`src/rtl/rom_port_arb_if.sv`:
```
// Request/response channel between a bus master and a rom-style slave port.
// The master modport issues requests and accepts responses; the slave modport is the mirror.
interface rom_port_arb_if;
  logic [31:0] addr;
  logic [31:0] wdata;
  logic [3:0]  sel;
  logic        we;
  logic        req_valid;
  logic        req_ready;
  logic        rsp_valid;
  logic        rsp_ready;
  logic [31:0] rdata;

  modport master (
    output addr, wdata, sel, we, req_valid, rsp_ready,
    input  req_ready, rsp_valid, rdata
  );

  modport slave (
    input  addr, wdata, sel, we, req_valid, rsp_ready,
    output req_ready, rsp_valid, rdata
  );
endinterface

```
`src/rtl/rom_port_arb.sv`:
```
// Two-master arbiter (m0 = instruction fetch, m1 = data bus) onto one rom port,
// with at most one transaction outstanding on the shared port.
//
// Handshake semantics (all channels): a transfer happens on a rising clk edge where
// valid & ready are both 1; the sender holds valid and payload stable until then,
// and ready may depend combinationally on valid.
module rom_port_arb #(
    parameter int ROUND_ROBIN = 1
) (
    input  logic                  clk,
    input  logic                  rst_n,
    rom_port_arb_if.slave         m0,
    rom_port_arb_if.slave         m1,
    rom_port_arb_if.master        s,
    output logic [1:0]            dbg_state,
    output logic                  dbg_owner
);

    typedef enum logic [1:0] {
        IDLE = 2'd0,
        REQ  = 2'd1,
        RSP  = 2'd2
    } state_t;

    state_t state;
    logic   owner;
    logic   last_served;

    logic   gnt_any;
    logic   gnt_idx;
    logic   cur;
    logic   cur_valid;
    logic   fwd;
    logic   rsp_phase;

    // Grant is only consulted in IDLE; REQ and RSP use the latched owner.
    always_comb begin
        gnt_any = m0.req_valid | m1.req_valid;
        gnt_idx = 1'b0;
        if (m0.req_valid && m1.req_valid) begin
            gnt_idx = (ROUND_ROBIN != 0) ? ~last_served : 1'b0;
        end else begin
            gnt_idx = m1.req_valid;
        end
    end

    always_comb begin
        cur       = (state == REQ) ? owner : gnt_idx;
        cur_valid = cur ? m1.req_valid : m0.req_valid;
        fwd       = rst_n && (((state == IDLE) && gnt_any) || (state == REQ));
        rsp_phase = rst_n && (state == RSP);
    end

    // Request path: forward the selected master, everything else reads as zero.
    always_comb begin
        s.req_valid  = 1'b0;
        s.addr       = 32'h0;
        s.wdata      = 32'h0;
        s.sel        = 4'h0;
        s.we         = 1'b0;
        m0.req_ready = 1'b0;
        m1.req_ready = 1'b0;
        if (fwd) begin
            s.req_valid = cur_valid;
            if (cur) begin
                s.addr       = m1.addr;
                s.wdata      = m1.wdata;
                s.sel        = m1.sel;
                s.we         = m1.we;
                m1.req_ready = s.req_ready;
            end else begin
                s.addr       = m0.addr;
                s.wdata      = m0.wdata;
                s.sel        = m0.sel;
                s.we         = m0.we;
                m0.req_ready = s.req_ready;
            end
        end
    end

    // Response path: only the owner sees the rom response, and only in RSP.
    always_comb begin
        m0.rsp_valid = 1'b0;
        m1.rsp_valid = 1'b0;
        m0.rdata     = 32'h0;
        m1.rdata     = 32'h0;
        s.rsp_ready  = 1'b0;
        if (rsp_phase) begin
            if (owner) begin
                m1.rsp_valid = s.rsp_valid;
                m1.rdata     = s.rdata;
                s.rsp_ready  = m1.rsp_ready;
            end else begin
                m0.rsp_valid = s.rsp_valid;
                m0.rdata     = s.rdata;
                s.rsp_ready  = m0.rsp_ready;
            end
        end
    end

    // last_served resets to m1 so that m0 takes the first tie.
    always_ff @(posedge clk or negedge rst_n) begin
        if (!rst_n) begin
            state       <= IDLE;
            owner       <= 1'b0;
            last_served <= 1'b1;
        end else begin
            case (state)
                IDLE: begin
                    if (gnt_any) begin
                        owner <= gnt_idx;
                        state <= s.req_ready ? RSP : REQ;
                    end
                end
                REQ: begin
                    if (s.req_valid && s.req_ready) begin
                        state <= RSP;
                    end
                end
                RSP: begin
                    if (s.rsp_valid && s.rsp_ready) begin
                        state       <= IDLE;
                        last_served <= owner;
                    end
                end
                default: state <= IDLE;
            endcase
        end
    end

    assign dbg_state = state;
    assign dbg_owner = owner;

endmodule

```
`src/flat_wrapper.sv`:
```
// flat-port wrapper written by rule: the top's interface ports become plain ports
module rom_port_arb_flat 
#(
    parameter int ROUND_ROBIN = 1
)
  (clk, rst_n, dbg_state, dbg_owner, m0_addr, m0_wdata, m0_sel, m0_we, m0_req_valid, m0_rsp_ready, m0_req_ready, m0_rsp_valid, m0_rdata, m1_addr, m1_wdata, m1_sel, m1_we, m1_req_valid, m1_rsp_ready, m1_req_ready, m1_rsp_valid, m1_rdata, s_addr, s_wdata, s_sel, s_we, s_req_valid, s_rsp_ready, s_req_ready, s_rsp_valid, s_rdata);
  rom_port_arb_if m0_i ();
  rom_port_arb_if m1_i ();
  rom_port_arb_if s_i ();
  input  logic clk;
  input  logic rst_n;
  output logic [1:0] dbg_state;
  output logic dbg_owner;
  input wire logic [$bits(m0_i.addr)-1:0] m0_addr;
  input wire logic [$bits(m0_i.wdata)-1:0] m0_wdata;
  input wire logic [$bits(m0_i.sel)-1:0] m0_sel;
  input wire logic [$bits(m0_i.we)-1:0] m0_we;
  input wire logic [$bits(m0_i.req_valid)-1:0] m0_req_valid;
  input wire logic [$bits(m0_i.rsp_ready)-1:0] m0_rsp_ready;
  output wire logic [$bits(m0_i.req_ready)-1:0] m0_req_ready;
  output wire logic [$bits(m0_i.rsp_valid)-1:0] m0_rsp_valid;
  output wire logic [$bits(m0_i.rdata)-1:0] m0_rdata;
  input wire logic [$bits(m1_i.addr)-1:0] m1_addr;
  input wire logic [$bits(m1_i.wdata)-1:0] m1_wdata;
  input wire logic [$bits(m1_i.sel)-1:0] m1_sel;
  input wire logic [$bits(m1_i.we)-1:0] m1_we;
  input wire logic [$bits(m1_i.req_valid)-1:0] m1_req_valid;
  input wire logic [$bits(m1_i.rsp_ready)-1:0] m1_rsp_ready;
  output wire logic [$bits(m1_i.req_ready)-1:0] m1_req_ready;
  output wire logic [$bits(m1_i.rsp_valid)-1:0] m1_rsp_valid;
  output wire logic [$bits(m1_i.rdata)-1:0] m1_rdata;
  output wire logic [$bits(s_i.addr)-1:0] s_addr;
  output wire logic [$bits(s_i.wdata)-1:0] s_wdata;
  output wire logic [$bits(s_i.sel)-1:0] s_sel;
  output wire logic [$bits(s_i.we)-1:0] s_we;
  output wire logic [$bits(s_i.req_valid)-1:0] s_req_valid;
  output wire logic [$bits(s_i.rsp_ready)-1:0] s_rsp_ready;
  input wire logic [$bits(s_i.req_ready)-1:0] s_req_ready;
  input wire logic [$bits(s_i.rsp_valid)-1:0] s_rsp_valid;
  input wire logic [$bits(s_i.rdata)-1:0] s_rdata;
  assign m0_i.addr = m0_addr;
  assign m0_i.wdata = m0_wdata;
  assign m0_i.sel = m0_sel;
  assign m0_i.we = m0_we;
  assign m0_i.req_valid = m0_req_valid;
  assign m0_i.rsp_ready = m0_rsp_ready;
  assign m0_req_ready = m0_i.req_ready;
  assign m0_rsp_valid = m0_i.rsp_valid;
  assign m0_rdata = m0_i.rdata;
  assign m1_i.addr = m1_addr;
  assign m1_i.wdata = m1_wdata;
  assign m1_i.sel = m1_sel;
  assign m1_i.we = m1_we;
  assign m1_i.req_valid = m1_req_valid;
  assign m1_i.rsp_ready = m1_rsp_ready;
  assign m1_req_ready = m1_i.req_ready;
  assign m1_rsp_valid = m1_i.rsp_valid;
  assign m1_rdata = m1_i.rdata;
  assign s_addr = s_i.addr;
  assign s_wdata = s_i.wdata;
  assign s_sel = s_i.sel;
  assign s_we = s_i.we;
  assign s_req_valid = s_i.req_valid;
  assign s_rsp_ready = s_i.rsp_ready;
  assign s_i.req_ready = s_req_ready;
  assign s_i.rsp_valid = s_rsp_valid;
  assign s_i.rdata = s_rdata;
  rom_port_arb #(.ROUND_ROBIN(ROUND_ROBIN)) u_core (.clk(clk), .rst_n(rst_n), .m0(m0_i), .m1(m1_i), .s(s_i), .dbg_state(dbg_state), .dbg_owner(dbg_owner));
endmodule
```
`config.mk`:
```
export PLATFORM = sky130hd
export DESIGN_NAME = rom_port_arb_flat
export DESIGN_NICKNAME = d
export VERILOG_FILES = /design/src/rtl/rom_port_arb_if.sv /design/src/rtl/rom_port_arb.sv /design/src/flat_wrapper.sv
export SDC_FILE = /design/constraint.sdc
export NUM_CORES = 1
export LEC_CHECK = 0
export CORE_AREA = 2 2 123 125
export CTS_BUF_LIST = sky130_fd_sc_hd__clkbuf_16
export CTS_CLUSTER_SIZE = 24
export DETAILED_ROUTE_END_ITERATION = 8
export DIE_AREA = 0 0 125 127
export SYNTH_ARGS = -nofsm -noshare
export SYNTH_HDL_FRONTEND = slang
export SYNTH_SLANG_ARGS = --single-unit
```
`constraint.sdc`:
```
create_clock -name clk -period 2.2 [get_ports clk]
set_input_delay 0.55 -clock clk [delete_from_list [all_inputs] [get_ports clk]]
set_output_delay 0.55 -clock clk [all_outputs]
set_load 0.1 [all_outputs]
```
* Yosys cells after proc, flatten, opt, wreduce, memory -nomap -nowiden
Cells that the tools add are included. Widths: inputs -> output; s select.
Storage, ports and cells: logic and storage cells 52, output and inout port bits 142, register bits 4, bits of input ports 178
Operators by class: reduce and logical (&&, ||, !) cells 11, bitwise logic cells 2, equal/unequal tests 5, muxes and demuxes 31
Operator list (number):
- $mux 32 | 8
- $mux 1 | 16
- $mux 2 | 4
- $mux 4 | 2
- $logic_and 1x1->1 | 6
- $pmux 2 s3 | 1
- $ne 2x2->1 const B | 2
- $reduce_and 2->1 | 2
- $reduce_and 3->1 | 1
- $eq 2x1->1 const B | 1
- $eq 2x2->1 const B | 1
- $logic_not 2->1 | 1
- $ne 2x1->1 const B | 1
- $logic_or 1x1->1 | 1
- $not 1->1 | 1
- $or 1x1->1 | 1

* Depth between registers and ports, before layout
Gate-level depths: netlist of the first run.
depth after elaboration 8, depth in mapped cells 7, gate-level depth less buffers 3

* Least setup slack after synthesis of the first run
No wires, ideal clock.
path type register to output, start point register u_core.state[1] (netlist: u_core.dbg_state[1]), end point output port m0_req_ready, arrival 3.861 ns, stages on the path, launching flop included 5, buffers on the path 1, path slack -2.211 ns, data required time 1.650 ns, cell sequence dfrtp_1 > nand2b_1 > buf_2 > mux2i_1 > nor3b_1
Between the ends: cells in the longest elaborated chain, start to end 5, elaborated cells on any way between the ends 8, classes of those cells 1 x eq/ne; 3 x mux; 4 x reduce/logical
RTL lines:
- start, declared | line rom_port_arb.sv:25 | state_t state;
- start signal, assigned | line rom_port_arb.sv:112 | state <= s.req_ready ? RSP : REQ;
- branches (longest 4 deep; another with $eq 2x1->1)
- $mux 1 * | line rom_port_arb.sv:63 | if (fwd) begin
- end, declared | line flat_wrapper.sv:20 | output wire logic [$bits(m0_i.req_ready)-1:0] m0_req_ready;
Every way passes the cells marked *.

* Final worst setup path of the first run
start point register u_core.owner (netlist: u_core.dbg_owner), end point output port s_addr[12]
Between the ends: cells in the longest elaborated chain, start to end 3
RTL lines:
- start, declared | line rom_port_arb.sv:26 | logic owner;
- start signal, assigned | line rom_port_arb.sv:111 | owner <= gnt_idx;
- $mux 1 | line rom_port_arb.sv:48 | cur = (state == REQ) ? owner : gnt_idx;
- $mux 32 | line rom_port_arb.sv:65 | if (cur) begin
- $mux 32 | line rom_port_arb.sv:63
- end, declared | line flat_wrapper.sv:32 | output wire logic [$bits(s_i.addr)-1:0] s_addr;
Every way passes these cells.

==> impl_metrics.csv, run 1 <==
group,metric,value,unit
die,die_h,127,um
pwr,p_comb_share,96.2,%
sta,drv_slew,0,
sta,setup_viol,139,
setup_path,endpoint_kind,"output pin",
clocking,cts_tree,"done",
placed_design,place_area,9610,um^2
setup_path,rr_startpoint,"u_core.dbg_owner",
sta,timing.final.crit_period,2.49,ns
clocking,clkTransAtPathRegs,0.04,ns
logic_synthesis,postSynthCellCount,535,
pwr,ir_drop,0.801,mV
die,dieArea,15900,um^2
global_routing,grt_max_degree,43,
logic_synthesis,yosys_warnings,0,
drt,first_iter_violations,329,
die,num_rows,44,
finish,area_growth_syn_to_layout,229,%
pwr,switching_power,8.31,mW
die,die_w,125,um
setup_path,crit_type,"register to output pin",
finish,drive_gt1_share,54.9,%
setup_path,cp_max_fo,15,
run,drv_cap,0,
clocking,cts_buffers,3,
pwr,p_leak,3.88,nW
drt,drt-pass1-iter-count,5,
sta,min_period_over_period,113,%
logic_synthesis,syn_nets,713,
clocking,cts_root_buffer,"clkbuf_16",
sta,max-slew-margin-rel,75.8,%
setup_path,r2r-end,"u_core.dbg_state[0]",
outcome,status,"finished with violations",
drt,viasPerCell,5.99,
placed_design,dp_hpwl,16.5,mm
drt,wire_per_inst,24.1,um
sta,fin_ws,-0.294,ns
logic_synthesis,syn-cell-area,3410,um^2
sta,timing.fmax,401,MHz
logic_synthesis,ys_seq_area_share,2.98,%
logic_synthesis,ys_ff_latch,4,
global_routing,gr-usage-all-layers,27.3,%
logic_synthesis,yosys.area.top_type_share,25.5,%
outcome,violations,"negative setup slack",
global_routing,gr-total-overflow,0,
drt,ant_nets,0,
global_routing,antenna_found_initial,1,
logic_synthesis,ys_types,32,
global_routing,grt_pass1_vias,6135,
pwr,finalPower,14.1,mW
clocking,cts_sinks,4,
placed_design,place.gp.congestion,0.863,
setup_path,arrival,1.94,ns
pwr,intPower,5.77,mW
logic_synthesis,avgSynthCellArea,6.37,um^2
logic_synthesis,synth_top_area_cell,"a31oi_1",
sta,fin_setup_tns,-26.47,ns
pwr,pwr-share-clk,2.1,%
min_path,hold_path_class,"primary input to asynchronous set/reset pin",
sta,rsz0062_at_grt,"yes",
setup_path,cp-start-kind,"register",
logic_synthesis,synthTopCellsByArea,"a31oi_1, nand3_1, nor4bb_1, and2_1, buf_2",
setup_path,rr_worst_depth,6,
sta,report.final.hold_viol_count,0,
finish,most-common-layout-cells,"clkdlybuf4s50_1, buf_12, nand3_1, a31oi_4, and2_4",
finish,nNetsFinal,1031,
die,start_util,23.6,%
drt,wirelength,25.0,mm
pwr,swShare,59.0,%
finish,design_area,11200,um^2
pwr,p_seq_share,1.7,%
sta,fin_worst_skew,0.00575,ns
setup_path,regToRegSetupSlack,0.41,ns
sta,worst_slew_pin_slew,0.362,ns
finish,final_common_cell,"clkdlybuf4s50_1",
drt,num_vias,6208,
setup_path,worstPathRequired,1.65,ns
drt,drc,0,
clocking,clockBufferDepth,2,
placed_design,numPortBuffers,319,
die,io_pins,320,
die,placeableCoreArea,14400,um^2
clocking,clk_latency,0.23,ns
pwr,cellPowerDensity,1260,nW/um^2
clocking,htree_levels,1,
global_routing,grt_pass1_wl,35.5,mm
sequential cells by signal, summed over array words and instances, names as in the netlist:
signal              count
u_core.dbg_owner        1
u_core.dbg_state        2
u_core.last_served      1
critical path: stages, from the launching register on:
cell      delay (ns)
dfrtp_4         0.49
buf_12          0.17
buf_16          0.17
nor4bb_2        0.30
a31oi_1         0.14
a31oi_4         0.24
buf_12          0.19
power groups by stage:
stage | combinational [mW] | sequential (mW) | clock, mW
final | 13.5 | 0.242 | 0.300
after detailed placement | 11.3 | 0.290 | 0
after CTS | 12.4 | 0.232 | 0.301
after global routing | 13.9 | 0.250 | 0.307
after floorplan | 7.38 | 0.381 | 0
after global placement | 11.1 | 0.287 | 0
how the worst max path moves through the flow:
stage	from	slack (ns)	endpoint
after global routing	m0_addr[12]	-0.35	s_addr[12]
after CTS	u_core.dbg_state[1]	-0.22	s_wdata[19]
final	u_core.dbg_owner	-0.29	s_addr[12]
after detailed placement	m1_req_valid	-0.59	s_wdata[19]
after floorplan	u_core.dbg_state[1]	-0.69	s_addr[11]
after global placement	m1_req_valid	-0.55	s_wdata[14]
cell type report:
class,instances,area (um^2)
repair buffers,398,5830
multi-input cells,442,4930
fillers,923,3220
well taps,184,230
flip-flops and latches,4,113
clock buffers,3,75.1
inverters,4,15.0
clock inverters,1,3.75
diodes,1,2.50
cell usage after synthesis:
master	count
a31oi_1	139
nand3_1	139
nor4bb_1	69
and2_1	66
buf_2	46
clkbuf_1	32
inv_1	4
buf_4	3
clkbuf_2	3
dfrtp_1	3
nand2b_1	3
o21ai_0	3
a21bo_2	2
a221oi_1	2
buf_6	2
nor2_1	2
nor3_1	2
a21boi_2	1
a21oi_1	1
a221oi_2	1
a22o_1	1
a41o_1	1
and3_1	1
and4b_1	1
and4bb_2	1
dfstp_2	1
mux2i_1	1
nand2_1	1
nand4b_1	1
nor2b_1	1
nor3b_1	1
or2_1	1
kinds of logic after synthesis:
group / count (synthesis) / share of synthesized area (%)
multiplexers: 1 / 0.294
AO/OA/AOI/OAI: 151 / 28.5
flip-flops: 4 / 2.98
buffers and inverters: 90 / 12.5
AND/OR/NAND/NOR: 289 / 55.7
layer usage:
metal,up-vias,part of all wire (%),global-route usage [%]
met5,-,0,0
met4,0,2.4,7.12
met3,50,5.6,3.85
met2,311,53,50.5
met1,3081,39,33.1
li1,2766,-,-
timing repair:
action,in CTS,in global routing
endpoints found under the hold margin,0,0
cloned,5,10
endpoints found under the setup margin,139,139
hold buffers,0,0
pin swaps,75,47
resized for setup,98,84
buffers inserted,11,6
through the flow:
step | cells | hold slack, ns | setup WS, ns | utilization [%]
after floorplan | 535 | 0.254 | -0.688 | -
after global placement | 1000 | 0.549 | -0.547 | 66.6
after detailed placement | 1000 | 0.557 | -0.589 | 66.6
after CTS | 1020 | 0.291 | -0.224 | 72.1
after global routing | 1037 | 0.300 | -0.347 | 77.7
final | 1037 | 0.283 | -0.294 | 77.7
Note: power is estimated with default switching activity, not from simulation.
==> run 2, diff against run 1 <==
--- a/config.mk
+++ b/config.mk
@@ -5,6 +5,7 @@
 export SDC_FILE = /design/constraint.sdc
 export NUM_CORES = 1
 export LEC_CHECK = 0
+export ABC_CLOCK_PERIOD_IN_PS = 2200
 export CORE_AREA = 2 2 123 125
 export CTS_BUF_LIST = sky130_fd_sc_hd__clkbuf_16
 export CTS_CLUSTER_SIZE = 24
==> results of run 2 <==
Final layout, timing and power as in run 1 (identical DEF).
